[config.mk]
export PLATFORM = sky130hd
export DESIGN_NAME = rsa_avm_stream_bridge
export DESIGN_NICKNAME = d
export VERILOG_FILES = /design/src/rtl/rsa_avm_stream_bridge.sv
export SDC_FILE = /design/constraint.sdc
export NUM_CORES = 2
export LEC_CHECK = 0
export ABC_AREA = 1
export BUFFER_PORTS_ARGS = -buffer_cell sky130_fd_sc_hd__buf_2
export CORE_AREA = 2 2 438 440
export DETAILED_ROUTE_END_ITERATION = 7
export DIE_AREA = 0 0 440 442
export SLEW_MARGIN = 20
export SYNTH_ARGS = -nofsm -noshare
export SYNTH_HDL_FRONTEND = slang
export SYNTH_SLANG_ARGS = --single-unit
[constraint.sdc]
create_clock -name avm_clk -period 95.1 [get_ports avm_clk]
set_input_delay 9.51 -clock avm_clk [delete_from_list [all_inputs] [get_ports avm_clk]]
set_output_delay 9.51 -clock avm_clk [all_outputs]
set_load 0.01 [all_outputs]
[src/rtl/rsa_avm_stream_bridge.sv]
// Avalon-MM master that streams key/ciphertext bytes from a UART-style byte port
// into an external RSA modexp core and writes the result bytes back out.
module rsa_avm_stream_bridge #(
    parameter int unsigned BITWIDTH    = 256,
    parameter int unsigned OUT_BYTES   = BITWIDTH / 8 - 1,
    parameter int unsigned KEY_REUSE   = 1,
    parameter int unsigned RX_BASE     = 0,
    parameter int unsigned TX_BASE     = 4,
    parameter int unsigned STATUS_BASE = 8,
    parameter int unsigned RX_OK_BIT   = 7,
    parameter int unsigned TX_OK_BIT   = 6
) (
    input  logic                avm_clk,
    input  logic                avm_rst,
    output logic [4:0]          avm_address,
    output logic                avm_read,
    input  logic [31:0]         avm_readdata,
    output logic                avm_write,
    output logic [31:0]         avm_writedata,
    input  logic                avm_waitrequest,
    output logic                o_core_start,
    output logic [BITWIDTH-1:0] o_core_a,
    output logic [BITWIDTH-1:0] o_core_d,
    output logic [BITWIDTH-1:0] o_core_n,
    input  logic [BITWIDTH-1:0] i_core_result,
    input  logic                i_core_finished,
    input  logic                i_rekey,
    output logic                o_busy,
    output logic [15:0]         o_block_cnt
);

    localparam int unsigned AW     = 5;
    localparam int unsigned NBYTES = BITWIDTH / 8;
    localparam int unsigned CW     = $clog2(NBYTES + 1);

    localparam logic [2:0] S_GET_N    = 3'd0;
    localparam logic [2:0] S_GET_D    = 3'd1;
    localparam logic [2:0] S_GET_DATA = 3'd2;
    localparam logic [2:0] S_START    = 3'd3;
    localparam logic [2:0] S_WAIT     = 3'd4;
    localparam logic [2:0] S_SEND     = 3'd5;

    localparam logic [0:0] IO_POLL = 1'b0;
    localparam logic [0:0] IO_XFER = 1'b1;

    logic [2:0]          state, state_d;
    logic [0:0]          io, io_d;
    logic [CW-1:0]       byte_cnt, byte_cnt_d;
    logic [BITWIDTH-1:0] dec, dec_d;
    logic [BITWIDTH-1:0] n_d, d_d, a_d;
    logic                rekey_flag, rekey_d;
    logic                read_d, write_d, start_d, busy_d;
    logic [AW-1:0]       addr_d;
    logic [31:0]         wdata_d;
    logic [15:0]         blk_d;
    logic                ok_bit, rx_last, tx_last;
    logic [7:0]          tx_byte;
    logic                unused_rdata;

    // Only the low data byte and the two status flags are meaningful on readdata.
    assign unused_rdata = ^avm_readdata;

    // All state and registered outputs.
    always_ff @(posedge avm_clk or posedge avm_rst) begin
        if (avm_rst) begin
            state         <= S_GET_N;
            io            <= IO_POLL;
            byte_cnt      <= '0;
            dec           <= '0;
            o_core_n      <= '0;
            o_core_d      <= '0;
            o_core_a      <= '0;
            rekey_flag    <= 1'b0;
            avm_read      <= 1'b0;
            avm_write     <= 1'b0;
            avm_address   <= AW'(STATUS_BASE);
            avm_writedata <= '0;
            o_core_start  <= 1'b0;
            o_busy        <= 1'b0;
            o_block_cnt   <= '0;
        end else begin
            state         <= state_d;
            io            <= io_d;
            byte_cnt      <= byte_cnt_d;
            dec           <= dec_d;
            o_core_n      <= n_d;
            o_core_d      <= d_d;
            o_core_a      <= a_d;
            rekey_flag    <= rekey_d;
            avm_read      <= read_d;
            avm_write     <= write_d;
            avm_address   <= addr_d;
            avm_writedata <= wdata_d;
            o_core_start  <= start_d;
            o_busy        <= busy_d;
            o_block_cnt   <= blk_d;
        end
    end

    // Next-state: top sequencer plus the poll/transfer byte engine.
    always_comb begin
        state_d    = state;
        io_d       = io;
        byte_cnt_d = byte_cnt;
        dec_d      = dec;
        n_d        = o_core_n;
        d_d        = o_core_d;
        a_d        = o_core_a;
        read_d     = avm_read;
        write_d    = avm_write;
        addr_d     = avm_address;
        wdata_d    = avm_writedata;
        start_d    = 1'b0;
        blk_d      = o_block_cnt;
        rekey_d    = rekey_flag | i_rekey;
        ok_bit     = 1'b0;
        rx_last    = (byte_cnt == CW'(NBYTES - 1));
        tx_last    = (byte_cnt == CW'(OUT_BYTES - 1));
        tx_byte    = 8'(dec >> (8 * (OUT_BYTES - 1 - 32'(byte_cnt))));

        case (state)
            S_GET_N, S_GET_D, S_GET_DATA, S_SEND: begin
                if (io == IO_POLL) begin
                    if (!avm_read) begin
                        read_d = 1'b1;
                        addr_d = AW'(STATUS_BASE);
                    end else if (!avm_waitrequest) begin
                        read_d = 1'b0;
                        ok_bit = (state == S_SEND) ? avm_readdata[TX_OK_BIT]
                                                   : avm_readdata[RX_OK_BIT];
                        if (ok_bit) begin
                            io_d = IO_XFER;
                        end
                    end
                end else if (!avm_read && !avm_write) begin
                    if (state == S_SEND) begin
                        write_d = 1'b1;
                        addr_d  = AW'(TX_BASE);
                        wdata_d = {24'd0, tx_byte};
                    end else begin
                        read_d = 1'b1;
                        addr_d = AW'(RX_BASE);
                    end
                end else if (!avm_waitrequest) begin
                    read_d     = 1'b0;
                    write_d    = 1'b0;
                    addr_d     = AW'(STATUS_BASE);
                    io_d       = IO_POLL;
                    byte_cnt_d = byte_cnt + CW'(1);
                    case (state)
                        S_GET_N:    n_d = {o_core_n[BITWIDTH-9:0], avm_readdata[7:0]};
                        S_GET_D:    d_d = {o_core_d[BITWIDTH-9:0], avm_readdata[7:0]};
                        S_GET_DATA: a_d = {o_core_a[BITWIDTH-9:0], avm_readdata[7:0]};
                        default:    ;
                    endcase
                    if (state == S_SEND) begin
                        if (tx_last) begin
                            byte_cnt_d = '0;
                            blk_d      = o_block_cnt + 16'd1;
                            state_d    = ((KEY_REUSE != 0) && !rekey_flag) ? S_GET_DATA : S_GET_N;
                        end
                    end else if (rx_last) begin
                        byte_cnt_d = '0;
                        case (state)
                            S_GET_N: state_d = S_GET_D;
                            S_GET_D: state_d = S_GET_DATA;
                            default: begin
                                state_d = S_START;
                                start_d = 1'b1;
                            end
                        endcase
                    end
                end
            end
            S_START: state_d = S_WAIT;
            S_WAIT: begin
                if (i_core_finished) begin
                    dec_d   = i_core_result;
                    state_d = S_SEND;
                end
            end
            default: state_d = S_GET_N;
        endcase

        // Entering key load consumes the pending rekey request.
        if ((state_d == S_GET_N) && (state != S_GET_N)) begin
            rekey_d = i_rekey;
        end

        busy_d = !(((state_d == S_GET_N) || (state_d == S_GET_DATA)) &&
                   (byte_cnt_d == '0) && (io_d == IO_POLL));
    end

endmodule

Yosys cells after proc, flatten, opt, wreduce, memory -nomap -nowiden
Cells that the tools add are included.
- $add $sub $neg: 3
- eq/ne operators: 13
- shifts and indexed selects: 1
- mux-type cells: 45
- bitwise operators: 4
- reductions and logical operators: 23
- operators by type and width (kind ; count):
    right shift 256 x 32 -> 8 bit ; 1
    two-way mux 6 bit ; 7
    two-way mux 3 bit ; 8
    two-way mux 1 bit ; 23
    two-way mux 5 bit ; 4
    adder 16 x 1 -> 16 bit, second input constant ; 1
    AND reduction 5 bit ; 3
    == test 6 x 5 -> 1 bit, second input constant ; 2
    == test 3 x 2 -> 1 bit, second input constant ; 3
    case mux 3 bit (3 select lines) ; 1
    AND reduction 4 bit ; 2
    subtractor 5 x 6 -> 7 bit, first input constant ; 1
    adder 6 x 1 -> 6 bit, second input constant ; 1
    == test 3 bit, second input constant ; 2
    logical NOT 3 bit ; 2
    logical NOT 6 bit ; 1
    AND reduction 3 bit ; 2
    AND reduction 6 bit ; 1
    logical AND 1 bit ; 4
    inequality test 2 x 1 -> 1 bit, second input constant ; 2
    case mux 2 bit (2 select lines) ; 1
    OR reduction 4 bit ; 1
    == test 3 x 1 -> 1 bit, second input constant ; 1
    logical NOT 1 bit ; 3
    10 further kinds ; 12
- flip-flop bits (word level): 1068
- output and inout bits: 825

Logic depth before layout (Yosys ltp)
- depth in word-level cells: 13
- depth in mapped cells: 15

Worst setup path after synthesis
OpenSTA, ideal clock, no wires.
- path kind: in2reg
- start: in avm_waitrequest
- end: reg o_core_a[100]
- library setup time: 0.127 ns
- arrival time: 10.450 ns
- required time: 94.973 ns
- path slack: 84.522 ns
- stages: 6
- buffers on the path: 2
- path through: inv_2 nand2_4 nor2_8 buf_6 buf_6 mux2_1
- cells in the longest elaborated chain, start to end: 2
- ends and longest elaborated chain (element ; RTL line ; RTL):
    from (decl) ; 20 ; input logic avm_waitrequest,
    NOT 1 bit (no source line) ; - ;
    AND reduction 5 bit (no source line) ; - ;
    to (signal assigned) ; 72 ; o_core_a <= '0;
    to (signal assigned) ; 88 ; o_core_a <= a_d;
    to (decl) ; 22 ; output logic [BITWIDTH-1:0] o_core_a,
No other way between the ends.
A chain may end at the register's enable or synchronous reset.

==> flow_summary.yaml <==
hold_path:
  hold_path.class: "reg2reg"
job:
  cap_violations: 0
clock_tree:
  path_clk_slew_ps: 60
  clock_latency_ps: 780
  cts-root-buf: "clkbuf_16"
  numCtsBuffers: 115
  cts_tree: "built"
  cts_buffer_depth: 3
  ctsHoldBuffers: 0
  postCtsSetupBuffers: 0
  cts_resized: 0
  clock-sinks: 1065
  cts_max_level: 3
finish:
  synthToLayoutAreaGrowth_pct: 27.6
  nets: 4788
  drive_gt1_share_pct: 37.9
  final_area_mm2: 0.0545
  final_common_cell: "buf_2"
  layout.cells.most_common_list: "buf_2 (1066), dfrtp_1 (1063), mux2_2 (420)"
  fill_cells: 19600
global_routing:
  first_global_vias: 29300
  grt_overflow: 0
  track_usage_pct: 13.9
  grt_max_degree: 243
  antenna_found_initial: 52
  grt_pass1_wl_um: 202000
routing:
  viasPerCell: 4.20
  first_pass_iters: 5
  vias: 29900
  wl_per_cell_um: 19.7
  ant_nets: 0
  first_iter_violations: 1759
  drc: 0
  wl_um: 140000
synth:
  ys_types: 39
  yosysSeqAreaShare_pct: 62.4
  syn_inst: 3472
  synth.avg_cell_area_um2: 12.3
  syn-cell-area_mm2: 0.0427
  synth_edf_count: 0
  ys_ff_latch: 1065
  ys_async_sr_fraction_pct: 100
  yosysWarningCount: 0
  synth_flop_cell: "dfrtp_1"
sta:
  fin_crit_ps: 13330
  clock.fmax_mhz: 75.0
  finalCritPeriodShare_pct: 14.0
  slew_headroom_pct: 26.9
  whs_ps: 473
  tightestPinTransition_ps: 1100
  rsz0062_at_grt: "false"
  setup-tns-final_ps: 0
  setup_viol: 0
  finalHoldViolCount: 0
  finalMaxSlewViolations: 0
  clock_skew_ps: 32.7
critical_path:
  critPathArrivalTime_ps: 14190
  cp_max_fo: 106
  worstPathCellList: "buf_2, inv_8, buf_4, buf_4, buf_4, buf_4, buf_12, buf_16"
  crit_path_max_incr_delay_ps: 790
  path_common_cell: "buf_4"
  crit_path_top_delay_cell: "buf_4"
  crit_required_ps: 95950
  cp-end-kind: "async pin"
  start_kind: "input port"
  crit_type: "in2async"
placement:
  port-buffer-count: 1066
  place_congestion: 0.869
  dp_hpwl_um: 105000
  dpl-instance-area_mm2: 0.0503
die:
  dieArea_mm2: 0.194
  core_region_area_mm2: 0.190
  fp.dieH_um: 442
  boundaryPins: 1118
  die_x_um: 440
  rows: 160
  start_util_pct: 22.5
run_status:
  status: "complete, no violations"
power:
  power.density_mw_per_mm2: 29.9
  vdd_drop_max_v: 0.0000159
  cellLeakagePower_nw: 29.0
==> registers in the layout, indices dropped and copies added, names as in the netlist, 2 cells and up <==
register / count
state: 3
o_core_a: 256
o_block_cnt: 16
byte_cnt: 6
o_core_n: 256
dec: 256
avm_writedata: 8
avm_address: 2
o_core_d: 256
==> worst max-delay path: cells and delay by family <==
| family | cells | cell delay (ps) |
|---|---|---|
| buffers and inverters | 8 | 4280 |
==> final cells by class <==
cell class                 instances  area, um^2  share of cell area (%)
antenna                           21        52.6                  0.0965
clock buffer                     165        3310                    6.07
clock inverter                    48         743                    1.36
inverter                         186         707                    1.30
multi-input combinational       2023       14200                    26.0
sequential                      1065       26700                    48.9
tap                             2511        3140                    5.77
timing repair buffer            1100        5710                    10.5
==> synthesized netlist by cell type (2+ instances only) <==
cell type / number / share of area (%)
nor2_1: 410 / 3.6
nand2_2: 3 / 0.044
nand4_1: 3 / 0.044
buf_1: 12 / 0.11
a21oi_1: 150 / 1.8
nor2_2: 5 / 0.073
mux2_1: 320 / 8.4
nand3_1: 130 / 1.5
clkbuf_1: 45 / 0.40
nand2_1: 243 / 2.1
o211ai_1: 9 / 0.16
o21a_1: 2 / 0.035
buf_4: 56 / 0.98
xor2_2: 2 / 0.076
ha_1: 4 / 0.12
inv_1: 178 / 1.6
o21ai_1: 3 / 0.035
nor2_8: 2 / 0.094
o21ai_0: 262 / 3.1
nor3_2: 2 / 0.047
buf_2: 90 / 1.1
dfrtp_1: 1064 / 62
xor2_1: 6 / 0.12
nor3b_1: 3 / 0.053
xnor2_1: 7 / 0.14
buf_6: 20 / 0.53
nor2_4: 2 / 0.053
nor3_1: 2 / 0.023
mux2_2: 420 / 11
inv_2: 8 / 0.070
==> per-layer routing <==
metal  up-vias  GRT usage, %  wire length, um
met5         -             0              293
met2       846          25.3            73600
met4        52          4.89             4320
met1     15100          15.4            53000
met3       260          3.68             8710
li1      13700             -                -
==> metrics by stage <==
stage          total power [mW]  cells  setup WS, ps  util (%)
2_1_floorplan             0.940   3498         55610         -
3_3_place_gp               1.16   6883         80840      26.5
3_5_place_dp               1.17   6883         80760      26.5
4_1_cts                    1.65   7096         81660      28.7
5_1_grt                    1.72   7110         81080      28.7
6_report                   1.63   7119         81770      28.7
==> worst paths after layout <==
check                      cells past startpoint  slack [ps]              end             from
setup / recovery                               8       81770     o_core_n[96]          avm_rst
hold / removal                                 1         470  o_block_cnt[15]  o_block_cnt[15]
setup reg to reg                               6       90790         dec[117]         state[0]
hold reg to reg                                1         470  o_block_cnt[15]  o_block_cnt[15]
max in group avm_clk                           6       82490         dec[117]  i_core_finished
min in group asynchronous                      2        8810    o_core_a[184]          avm_rst
==> kinds of logic (layout without fill, tap and decap cells) <==
kind of cell,Yosys count,after routing,synth area share (%)
adders and majority gates,4,4,0.117
DFF,1065,1065,62.4
and+or+nand+nor,809,809,7.77
other,1,48,0.00878
xor gates and xnor gates,15,15,0.343
AOI/OAI and AO/OA,428,428,5.09
buffers and inverters,410,1499,4.74
muxes,740,740,19.5
==> power by group <==
group          internal, mW  switching, mW  leakage (nW)
clock                 0.277          0.196          1.97
sequential            0.566         0.0893          13.8
combinational         0.191          0.312          13.3
total                  1.03          0.597          29.0
Power figures use the tool's default switching activity.
